File: config.mk
export PLATFORM = sky130hd
export DESIGN_NAME = multdiv_unit
export DESIGN_NICKNAME = d
export VERILOG_FILES = /design/src/rtl/multdiv_pkg.sv /design/src/rtl/addsub33.sv /design/src/rtl/multdiv_unit.sv
export SDC_FILE = /design/constraint.sdc
export NUM_CORES = 1
export LEC_CHECK = 0
export ABC_CLOCK_PERIOD_IN_PS = 6000
export CORE_ASPECT_RATIO = 1.25
export CORE_MARGIN = 8
export CORE_UTILIZATION = 35
export CTS_BUF_LIST = sky130_fd_sc_hd__clkbuf_8
export CTS_CLUSTER_SIZE = 12
export DETAILED_ROUTE_END_ITERATION = 10
export DONT_BUFFER_PORTS = 1
export HOLD_SLACK_MARGIN = 0.15
export SLEW_MARGIN = 20
export SYNTH_ARGS = -nofsm -noshare
export SYNTH_HDL_FRONTEND = slang
export SYNTH_SLANG_ARGS = --single-unit
File: constraint.sdc
create_clock -name clock -period 6 [get_ports clock]
set_clock_uncertainty 0.05 [all_clocks]
set_input_delay 0.6 -clock clock [delete_from_list [all_inputs] [get_ports clock]]
set_output_delay 0.6 -clock clock [all_outputs]
set_load 0.02 [all_outputs]
File: src/rtl/multdiv_pkg.sv
// multdiv_pkg: shared FSM encoding, opcodes and iteration count for multdiv_unit
package multdiv_pkg;
  typedef enum logic [1:0] {IDLE = 2'b00, RUN = 2'b01, DONE = 2'b10} state_e;
  localparam logic OP_MULT = 1'b0;
  localparam logic OP_DIV = 1'b1;
  localparam int ITER = 32;
  function automatic logic [32:0] mag33(input logic [31:0] x);
    logic [32:0] s;
    s = {x[31], x};
    return x[31] ? (~s + 33'd1) : s;
  endfunction
endpackage

File: src/rtl/addsub33.sv
// addsub33: 33-bit adder/subtractor shared by the multiply and divide steps
module addsub33 (
  input  logic [32:0] a,
  input  logic [32:0] b,
  input  logic        sub,
  output logic [32:0] y
);
  assign y = sub ? a - b : a + b;
endmodule

File: src/rtl/multdiv_unit.sv
// multdiv_unit: iterative signed 32x32 multiply / 32/32 divide, one radix-2 step per cycle
module multdiv_unit import multdiv_pkg::*; #(
  parameter int ITER = multdiv_pkg::ITER
) (
  input  logic        clock,
  input  logic        reset_n,
  input  logic [31:0] data_operandA,
  input  logic [31:0] data_operandB,
  input  logic        ctrl_MULT,
  input  logic        ctrl_DIV,
  output logic [31:0] data_result,
  output logic        data_exception,
  output logic        data_resultRDY
);
  state_e state_q, state_d;
  logic [5:0] cnt_q, cnt_d;
  logic [64:0] acc_q, acc_d;
  logic [32:0] m_q, m_d;
  logic op_q, op_d, neg_q, neg_d;
  logic [31:0] res_q, res_d;
  logic exc_q, exc_d, rdy_q, rdy_d;
  logic start, sub;
  logic [32:0] as_a, as_b, as_y, mag_lo;
  logic [31:0] quo, quo_s;
  logic [63:0] prod, prod_s;

  addsub33 u_addsub (.a(as_a), .b(as_b), .sub(sub), .y(as_y));

  assign start = ctrl_MULT | ctrl_DIV;
  assign sub = op_q == OP_DIV;
  // divide shifts the remainder left before trial-subtracting; multiply adds in place then shifts right
  assign as_a = sub ? {acc_q[63:32], acc_q[31]} : acc_q[64:32];
  assign as_b = (sub | acc_q[0]) ? m_q : 33'd0;
  assign mag_lo = mag33(ctrl_MULT ? data_operandB : data_operandA);
  assign prod = acc_q[63:0];
  assign prod_s = neg_q ? -prod : prod;
  assign quo = acc_q[31:0];
  assign quo_s = neg_q ? -quo : quo;

  always_comb begin
    state_d = state_q;
    cnt_d = cnt_q;
    acc_d = acc_q;
    m_d = m_q;
    op_d = op_q;
    neg_d = neg_q;
    res_d = res_q;
    exc_d = exc_q;
    rdy_d = 1'b0;
    if (state_q == RUN) begin
      if (cnt_q == 6'(ITER)) begin
        state_d = DONE;
        rdy_d = 1'b1;
        res_d = sub ? ((m_q == 33'd0) ? 32'd0 : quo_s) : prod_s[31:0];
        exc_d = sub ? ((m_q == 33'd0) | (~neg_q & quo[31])) : (prod_s[63:32] != {32{prod_s[31]}});
      end else begin
        cnt_d = cnt_q + 6'd1;
        acc_d = sub ? (as_y[32] ? {acc_q[63:0], 1'b0} : {as_y, acc_q[30:0], 1'b1})
                    : {1'b0, as_y, acc_q[31:1]};
      end
    end else if (start) begin
      state_d = RUN;
      cnt_d = 6'd0;
      op_d = ctrl_MULT ? OP_MULT : OP_DIV;
      neg_d = data_operandA[31] ^ data_operandB[31];
      m_d = mag33(ctrl_MULT ? data_operandA : data_operandB);
      acc_d = {33'd0, mag_lo[31:0]};
    end else begin
      state_d = IDLE;
    end
  end

  always_ff @(posedge clock or negedge reset_n) begin
    if (!reset_n) begin
      state_q <= IDLE;
      cnt_q <= 6'd0;
      acc_q <= 65'd0;
      m_q <= 33'd0;
      op_q <= OP_MULT;
      neg_q <= 1'b0;
      res_q <= 32'd0;
      exc_q <= 1'b0;
      rdy_q <= 1'b0;
    end else begin
      state_q <= state_d;
      cnt_q <= cnt_d;
      acc_q <= acc_d;
      m_q <= m_d;
      op_q <= op_d;
      neg_q <= neg_d;
      res_q <= res_d;
      exc_q <= exc_d;
      rdy_q <= rdy_d;
    end
  end

  assign data_result = res_q;
  assign data_exception = exc_q;
  assign data_resultRDY = rdy_q;
endmodule

==> results by group <==
Status
  – Status: finished clean

Yosys
  – Average cell area after synthesis: 7.85 sq um
  – Cell with the most instances after synthesis: nand2_1
  – Total number of yosys warnings: 0
  – Count of mapped cells out of synthesis: 1,724
  – Cell type with the highest aggregate area in the netlist: dfrtp_1
  – Cell variety after synth: 74
  – Most used DFF post-synth: dfrtp_1
  – Number of enable-type register cells in the synthesized netlist: 0
  – #FFs+latches synth: 142
  – Synth area leaders: dfrtp_1, mux2i_1, o21ai_0
  – Most instantiated cells after synthesis: nand2_1, o21ai_0, dfrtp_1, nor2_1, mux2i_1
  – Sequential-to-total area share from yosys stat: 26.2%
  – Async SR Flop Fraction: 100%
  – Area fraction of the dominant cell type after synthesis: 26.2%
  – Synthesized Nets: 1,832
  – Cell Area, Synth: 0.0135 sq mm

Placed design
  – Dpl cell area: 0.0139 sq mm
  – Count of buffers inserted at the top-level ports: 0
  – Setup slack after placement: 0.697 ns
  – GPL Wtd Cong: 0.884
  – DP HPWL: 33,000 um

CTS
  – Hold buffer count at cts: 3
  – Post-CTS Resized: 0
  – Clock transition at the registers of the reported paths: 0.09 ns
  – CTS sink count: 142
  – Post-CTS setup buffer count: 0
  – Number of buffers inserted during clock tree synthesis: 17
  – Number of buffers on the longest clock path: 2
  – Clock latency of the later-clocked register in the worst-skew pair: 0.49 ns
  – Clock Root Buffer: clkbuf_8
  – CTS tree: yes
  – Number of levels the H-tree was split into: 4

Final layout
  – Post-layout nets: 1,751
  – Share of cells above drive strength 1: 7.67%
  – Utilization after layout: 37.8%
  – P&R area growth vs syn: 6.41%
  – Total non-filler cell area in the finished layout: 0.0144 sq mm

Timing
  – Tightest Pin Transition: 0.974 ns
  – Setup Viol. Count Final: 0
  – Number of max-slew violations in the final report: 0
  – Setup slack after layout: 0.656 ns
  – Post-route clock period utilization: 89.1%
  – Setup repair after global routing missed its margin: false
  – Total Neg Setup Slack: 0 ns
  – Slew HR: 34.8%
  – Final period demand of the worst path: 5.34 ns
  – Maximum clock rate: 0.187 GHz
  – Hold Vio Cnt, Final: 0

Floorplanning
  – Horizontal die dimension: 192 um
  – Std cell rows: 80
  – Die outline height: 236 um
  – Die area: 0.0453 sq mm
  – Top-Level Pins: 102
  – Core outline area: 0.0381 sq mm
  – Starting Density: 35.5%

Setup path
  – Data arrival time of the critical path: 5.66 ns
  – Depth of the most critical reg-to-reg path: 19
  – Reg-to-reg slack, setup: 0.66 ns
  – Kind of launch point of the worst setup path: register
  – Kind of capture point of the worst setup path: register
  – Crit Path Max Fanout: 16
  – Terminus of the critical flop-to-flop path: acc_q[35]$_DFFE_PN0P_
  – Origin of the worst setup path: m_q[5]$_DFFE_PN0P_
  – Class of the most critical setup path: register to register
  – Data required time of the worst path: 6.32 ns
  – FF-to-FF Start: m_q[5]$_DFFE_PN0P_
  – Capturing instance or port of the critical path: acc_q[35]$_DFFE_PN0P_

Global route
  – First-pass GRT wire length: 68,000 um
  – Pin count of the biggest net entering global routing: 143
  – Initial antenna violation count: 2
  – Number of global-route vias before repair: 11,800
  – Global-route usage over all layers: 18.8%
  – Remaining Overflow, GRT: 0

Detailed routing
  – Via density per instance: 5.87
  – Wirelength, routed: 42,900 um
  – DRC violation count after routing: 0
  – Antenna violation net count after detailed routing: 0
  – Detail-routed net length per standard cell: 19.9 um
  – Detailed-route via count: 12,600
  – First drt pass iteration count: 5
  – DRC marker count from the first detailed-route iteration: 1,063

Flow run
  – Max capacitance violation total: 0

Hold path
  – Kind of path behind the tightest hold check: primary input to register
per-layer routing:
| layer | GRT usage (%) | up-vias | share of wire [%] |
|---|---|---|---|
| li1 | - | 6159 | - |
| met1 | 24.6 | 6045 | 44 |
| met2 | 30.7 | 365 | 48 |
| met3 | 2.86 | 51 | 5.4 |
| met4 | 6.68 | 2 | 2.7 |
| met5 | 0 | - | 0.023 |
flip-flops by register name, summed over array words and instances, names as in the netlist:
name / count
data_resultRDY: 1
op_q: 1
neg_q: 1
acc_q: 65
state_q: 2
data_exception: 1
data_result: 32
cnt_q: 6
m_q: 33
cell families after synthesis:
family	count (synthesis)	synth area share [%]
and+or+nand+nor	557	19.9
AOI/OAI and AO/OA	522	24.1
buffers and inverters	158	4.56
muxes	154	11.7
xor gates and xnor gates	151	9.77
DFF	142	26.2
adders and majority gates	40	3.75
cell usage in the layout (no fill, tap or decap), types with 13 or more instances in the layout:
cell type	n
nor4_1	24
o211ai_1	13
xnor2_1	63
mux2i_1	114
a21o_1	17
xor2_1	87
nor2_1	131
a22oi_1	38
clkbuf_8	18
mux2_2	39
or3_1	13
nor3_1	48
a21oi_1	114
ha_1	39
inv_1	32
nand2b_1	13
o21ai_0	181
nand4_1	14
or4_1	14
dfrtp_1	140
o31ai_1	28
a211oi_1	18
buf_4	21
nand2_1	194
a31oi_1	21
nand3_1	37
how the worst min path moves through the flow:
stage | from | end | slack (ns) | depth (start not counted)
finish | ctrl_DIV | op_q$_DFFE_PN0P_ | 0.24 | 2
global route | ctrl_DIV | op_q$_DFFE_PN0P_ | 0.22 | 2
CTS | ctrl_DIV | op_q$_DFFE_PN0P_ | 0.20 | 2
detailed placement | reset_n | acc_q[13]$_DFFE_PN0P_ | 0.26 | 0
global placement | reset_n | acc_q[13]$_DFFE_PN0P_ | 0.26 | 0
floorplan | reset_n | acc_q[0]$_DFFE_PN0P_ | 0.25 | 0
per-stage QoR:
stage / hold WS (ns) / cells
after global placement: 0.261 / 2113
after detailed placement: 0.260 / 2113
after CTS: 0.204 / 2148
after floorplan: 0.254 / 1724
final: 0.241 / 2149
after global routing: 0.218 / 2149
critical path, cell delays in order (launching register included):
cell	delay (ns)
dfrtp_1	0.44
nor4_2	0.32
buf_4	0.21
nand3_1	0.12
or2_2	0.34
nor2_1	0.30
nand2_1	0.12
nor2_1	0.13
mux2_2	0.35
a22oi_1	0.17
ha_1	0.28
and3_1	0.26
nand2_1	0.07
a21oi_1	0.19
nor2_1	0.10
o21a_1	0.27
xnor2_2	0.77
buf_4	0.39
mux2i_1	0.22
o21ai_0	0.09
final cells by class:
cell class	instances	area (sq um)
Antenna cell	1	2.50
Clock buffer	18	248
Clock inverter	14	230
Fill cell	3902	23700
Inverter	33	124
Multi-Input combinational cell	1424	9410
Sequential cell	142	3560
Tap cell	492	616
Timing Repair Buffer	25	225
Power is not shown: default switching activity piles up to over one toggle a cycle in this logic, so the estimate is an artifact.
